### src/rtl/add_acc_16_pkg.sv
// Shared types and widths for the framed 16-bit add-accumulator.
package add_acc_16_pkg;

  localparam int unsigned DATA_W = 16;
  localparam int unsigned CNT_W  = 8;

  typedef enum logic {
    ACCUM = 1'b0,
    DONE  = 1'b1
  } state_e;

endpackage : add_acc_16_pkg

### src/rtl/add_acc_16_rca.sv
// 16-bit ripple-carry adder; one full-adder cell per bit, carry chained LSB to MSB.
module Add_rca_16
  import add_acc_16_pkg::*;
(
  input  logic [DATA_W-1:0] a,
  input  logic [DATA_W-1:0] b,
  input  logic              c_in,
  output logic [DATA_W-1:0] sum,
  output logic              c_out
);

  logic [DATA_W:0] carry;

  always_comb begin
    carry    = '0;
    sum      = '0;
    carry[0] = c_in;
    for (int i = 0; i < int'(DATA_W); i++) begin
      sum[i]     = a[i] ^ b[i] ^ carry[i];
      carry[i+1] = (a[i] & b[i]) | (carry[i] & (a[i] ^ b[i]));
    end
    c_out = carry[DATA_W];
  end

endmodule : Add_rca_16

### src/rtl/add_acc_16.sv
// Accumulates FRAME_LEN unsigned operands per frame and presents the wrapped sum
// plus a sticky carry flag through a valid/ready result handshake.
module add_acc_16
  import add_acc_16_pkg::*;
#(
  parameter int unsigned FRAME_LEN = 8
) (
  input  logic              clk,
  input  logic              rst_n,
  input  logic              clr,
  input  logic              in_valid,
  output logic              in_ready,
  input  logic [DATA_W-1:0] in_data,
  output logic              out_valid,
  input  logic              out_ready,
  output logic [DATA_W-1:0] out_sum,
  output logic              out_ovf
);

  localparam logic [CNT_W-1:0] LAST_CNT = CNT_W'(FRAME_LEN - 1);

  state_e              state_q, state_d;
  logic [DATA_W-1:0]   acc_q, acc_d;
  logic                ovf_q, ovf_d;
  logic [CNT_W-1:0]    cnt_q, cnt_d;
  logic                in_ready_q, in_ready_d;
  logic                out_valid_q, out_valid_d;
  logic [DATA_W-1:0]   out_sum_q, out_sum_d;
  logic                out_ovf_q, out_ovf_d;

  logic [DATA_W-1:0]   add_sum;
  logic                add_cout;
  logic                accept_c;
  logic                handshake_c;

  Add_rca_16 u_add (
    .a     (acc_q),
    .b     (in_data),
    .c_in  (1'b0),
    .sum   (add_sum),
    .c_out (add_cout)
  );

  // in_ready_q stays low for the first cycle out of reset, so it gates acceptance.
  assign accept_c    = in_valid & in_ready_q;
  assign handshake_c = out_valid_q & out_ready;

  always_comb begin
    state_d = state_q;
    acc_d   = acc_q;
    ovf_d   = ovf_q;
    cnt_d   = cnt_q;

    if (clr) begin
      state_d = ACCUM;
      acc_d   = '0;
      ovf_d   = 1'b0;
      cnt_d   = '0;
    end else begin
      case (state_q)
        ACCUM: begin
          if (accept_c) begin
            acc_d = add_sum;
            ovf_d = ovf_q | add_cout;
            if (cnt_q == LAST_CNT) begin
              state_d = DONE;
            end else begin
              cnt_d = cnt_q + CNT_W'(1);
            end
          end
        end
        DONE: begin
          if (handshake_c) begin
            state_d = ACCUM;
            acc_d   = '0;
            ovf_d   = 1'b0;
            cnt_d   = '0;
          end
        end
        default: state_d = ACCUM;
      endcase
    end

    // Result fields read zero whenever no result is being presented.
    in_ready_d  = (state_d == ACCUM);
    out_valid_d = (state_d == DONE);
    out_sum_d   = out_valid_d ? acc_d : '0;
    out_ovf_d   = out_valid_d ? ovf_d : 1'b0;
  end

  always_ff @(posedge clk or negedge rst_n) begin
    if (!rst_n) begin
      state_q     <= ACCUM;
      acc_q       <= '0;
      ovf_q       <= 1'b0;
      cnt_q       <= '0;
      in_ready_q  <= 1'b0;
      out_valid_q <= 1'b0;
      out_sum_q   <= '0;
      out_ovf_q   <= 1'b0;
    end else begin
      state_q     <= state_d;
      acc_q       <= acc_d;
      ovf_q       <= ovf_d;
      cnt_q       <= cnt_d;
      in_ready_q  <= in_ready_d;
      out_valid_q <= out_valid_d;
      out_sum_q   <= out_sum_d;
      out_ovf_q   <= out_ovf_d;
    end
  end

  assign in_ready  = in_ready_q;
  assign out_valid = out_valid_q;
  assign out_sum   = out_sum_q;
  assign out_ovf   = out_ovf_q;

endmodule : add_acc_16

### config.mk
export PLATFORM = sky130hd
export DESIGN_NAME = add_acc_16
export DESIGN_NICKNAME = d
export VERILOG_FILES = /design/src/rtl/add_acc_16_pkg.sv /design/src/rtl/add_acc_16_rca.sv /design/src/rtl/add_acc_16.sv
export SDC_FILE = /design/constraint.sdc
export NUM_CORES = 1
export LEC_CHECK = 0
export BUFFER_PORTS_ARGS = -buffer_cell sky130_fd_sc_hd__buf_2
export CORE_UTILIZATION = 43
export DETAILED_ROUTE_END_ITERATION = 12
export PLACE_DENSITY = 0.69
export SETUP_SLACK_MARGIN = 0.15
export SLEW_MARGIN = 0
export SYNTH_ARGS = -nofsm -noshare
export SYNTH_HDL_FRONTEND = slang
export SYNTH_SLANG_ARGS = --single-unit
export TNS_END_PERCENT = 30
### constraint.sdc
create_clock -name clk -period 9.2 [get_ports clk]
set_input_delay 1.84 -clock clk [delete_from_list [all_inputs] [get_ports clk]]
set_output_delay 1.84 -clock clk [all_outputs]
set_load 0.02 [all_outputs]
==> metrics.cfg <==
[critical_path]
cpMaxStageDelayCell = fa_1
path_depth = 22
required_ps = 9420
worstPathArrival_ps = 8150
worstRegToRegCells = 21
crit_fanout = 2
path_cells = buf_2, ha_1, inv_1, fa_1, fa_1, fa_1, fa_1, fa_1, fa_1, fa_1, fa_1, fa_1, fa_1, fa_1, fa_1, inv_1, fa_1, fa_1, inv_1, fa_1, o31ai_1, nor3b_2
rr_startpoint = acc_q[0]
end_kind = flip-flop
crit_buf_inv = 4
cp_slowest_stage_delay_ps = 420
crit_family = adder cells
start_kind = input port
crit_type = input port to flip-flop
regToRegSetupSlack_ps = 2530
r2r_end = out_ovf
cpMostUsedCell = fa_1

[finish]
design_area_um2 = 2520
final_cell_count_no_fill = 306
fillCellCount = 456
n_antenna_cell = 0
fin_nets = 277
final_common_cell = dfrtp_1
layout_common_cells = dfrtp_1, buf_2, inv_1
areaGrowthSynthToFinish_pct = 14.5
drive_gt1_share_pct = 22.2

[pwr]
max-vdd-ir-drop_uv = 59.6
p_leak_nw = 1.27
powerDensity_nw_per_um2 = 154

[floorplanning]
die_w_um = 73.5
initial_core_util_pct = 45.7
die_h_um = 73.5
coreArea_um2 = 4820
num_rows = 25
io_pins = 40
die-area_um2 = 5410

[timing]
period_share_pct = 86.2
fin_skew_ps = 4.16
final.min_clock_period_ps = 7930
tns_ps = 0
maxSlewHeadroom_pct = 34.5
rsz0062_at_grt = no
finalSetupViolCount = 0
tightestPinTransition_ps = 983
final_max_slew_viol_count = 0
hold_viol_final = 0
max_freq_mhz = 126

[yosys]
yosys_register_bits = 44
ys_types = 41
synth_top_cell_by_area = dfrtp_1
netlist_instances = 201
yosysSeqAreaShare_pct = 50.1
syn_area_um2 = 2200
yosys_warnings = 0
synth_area_per_cell_um2 = 10.9
synth_nets = 239
synth_area_leaders = dfrtp_1, fa_1, inv_1, nor2_1, and2b_1
synth.top_cell.area_share_pct = 50.1

[hold_path]
hp-start = ovf_q
hold_end = ovf_q
hold_path_depth = 2
hold_path.class = flip-flop to flip-flop

[global_routing]
overflow = 0
grt_max_degree = 45
grt_pass1_wl_um = 7020
grt_pass1_vias = 1440
antenna_found_initial = 0
grt.total_usage_pct = 17.6

[clock_network]
clock_path_buffers = 2
holdBufCountCts = 0
clk_latency_ps = 290
cts_buffers = 5
cts_setup_buffers = 0
cts-root-buf = clkbuf_8
post_cts_resized = 0
clk_pin_slew_ps = 80
cts.sinks = 44
htreeDepth = 2
cts_tree = yes

[drt]
drc_errors = 0
ant_nets = 0
routed-via-count = 1507
vias_per_cell = 4.92
wl_um = 4210
wl_per_cell_um = 13.8
firstDrtPassIters = 4
drt_iter0_markers = 73

[place]
dp_hpwl_um = 2950
gp_congestion = 0.797
dp_cells = 299
placedInstanceArea_um2 = 2440
port_buffers = 39

[run_status]
status = finished clean

[job]
cap_violations = 0

[logic make-up (layout without fill, tap and decap cells)]
logic type / count (synthesis) / count (layout) / synth area share [%]
and+or+nand+nor: 64 / 64 / 15.8
DFF: 44 / 44 / 50.1
buffers and inverters: 40 / 78 / 7.34
AOI/OAI and AO/OA: 36 / 36 / 12.0
adders and majority gates: 17 / 17 / 14.8
[power breakdown]
part	switching (mW)	internal (mW)	total, mW	leakage (nW)
logic	0.0380	0.0248	0.0628	0.632
registers	0.00532	0.203	0.208	0.595
clock network	0.0647	0.0515	0.116	0.0400
total	0.108	0.279	0.387	1.27
[area by class of cell]
cell class	instances	area, µm²	share of cell area [%]
clock inverters	2	12.5	0.497
clock buffers	5	68.8	2.73
inverters	32	120	4.77
flip-flops and latches	44	1100	43.7
well taps	67	83.8	3.33
multi-input cells	117	937	37.2
repair buffers	39	195	7.75
[sequential cells by signal (all words and copies together) (netlist names)]
register and cells:
acc_q 16, out_sum 16, cnt_q 8, in_ready 1
out_ovf 1, out_valid 1, ovf_q 1
[synthesized netlist by cell type]
library cell  instances
fa_1                 15
a211oi_1              7
nand2_1               9
o221a_2               1
a21oi_1              10
a31oi_4               1
buf_2                 3
a31oi_1               2
buf_1                 2
or2_2                 1
dfrtp_1              44
nor3_4                1
or4_4                 1
ha_1                  2
buf_6                 1
a31o_2                1
nand3b_1              1
o21ai_1               1
nand4b_1              1
o211ai_1              1
nor2_1               24
and2b_1               8
a32o_1                1
nor3_1                6
clkbuf_1              2
nor2b_1               2
o31ai_1               2
o22ai_1               1
a41oi_1               3
nand4_1               1
o21a_1                1
a21o_1                1
nand3_1               1
or4_1                 1
o21ai_0               1
o221ai_1              2
nand2b_1              2
nor3b_2               1
and3_1                3
and3b_1               1
inv_1                32
[worst register-to-register path: cells and delay by family, from the launching register on]
kind / cells / cell delay, ps
buf+inv: 3 / 170
simple gates: 1 / 210
compound gates: 1 / 280
flops: 1 / 350
fa+ha+maj: 16 / 5590
[metrics by stage]
stage / utilization, % / setup slack, ps / hold slack (ps) / total power [mW]
6_report: 52.3 / 1270 / 488 / 0.387
3_3_place_gp: 50.6 / 1140 / 453 / 0.273
2_1_floorplan: - / 1400 / 436 / 0.255
3_5_place_dp: 50.6 / 944 / 466 / 0.276
5_1_grt: 52.3 / 967 / 512 / 0.411
4_1_cts: 52.3 / 1260 / 486 / 0.393
[routing by layer]
metal  track usage (%)  vias up  part of all wire [%]
met5                 0        -                     0
met4              6.41        0                   1.2
met3              3.84        5                   4.7
met2              25.5       37                    47
met1              26.0      736                    48
li1                  -      729                     -
[how the worst max path moves through the flow]
stage	start	end	slack (ps)
floorplan	in_data[0]	out_sum[15]	1400
global route	in_data[0]	out_ovf	970
global placement	in_data[0]	out_ovf	1140
detailed placement	in_data[0]	out_sum[15]	940
finish	in_data[0]	out_ovf	1270
CTS	in_data[0]	out_ovf	1260
No activity file was read; power rests on OpenSTA's default activity.
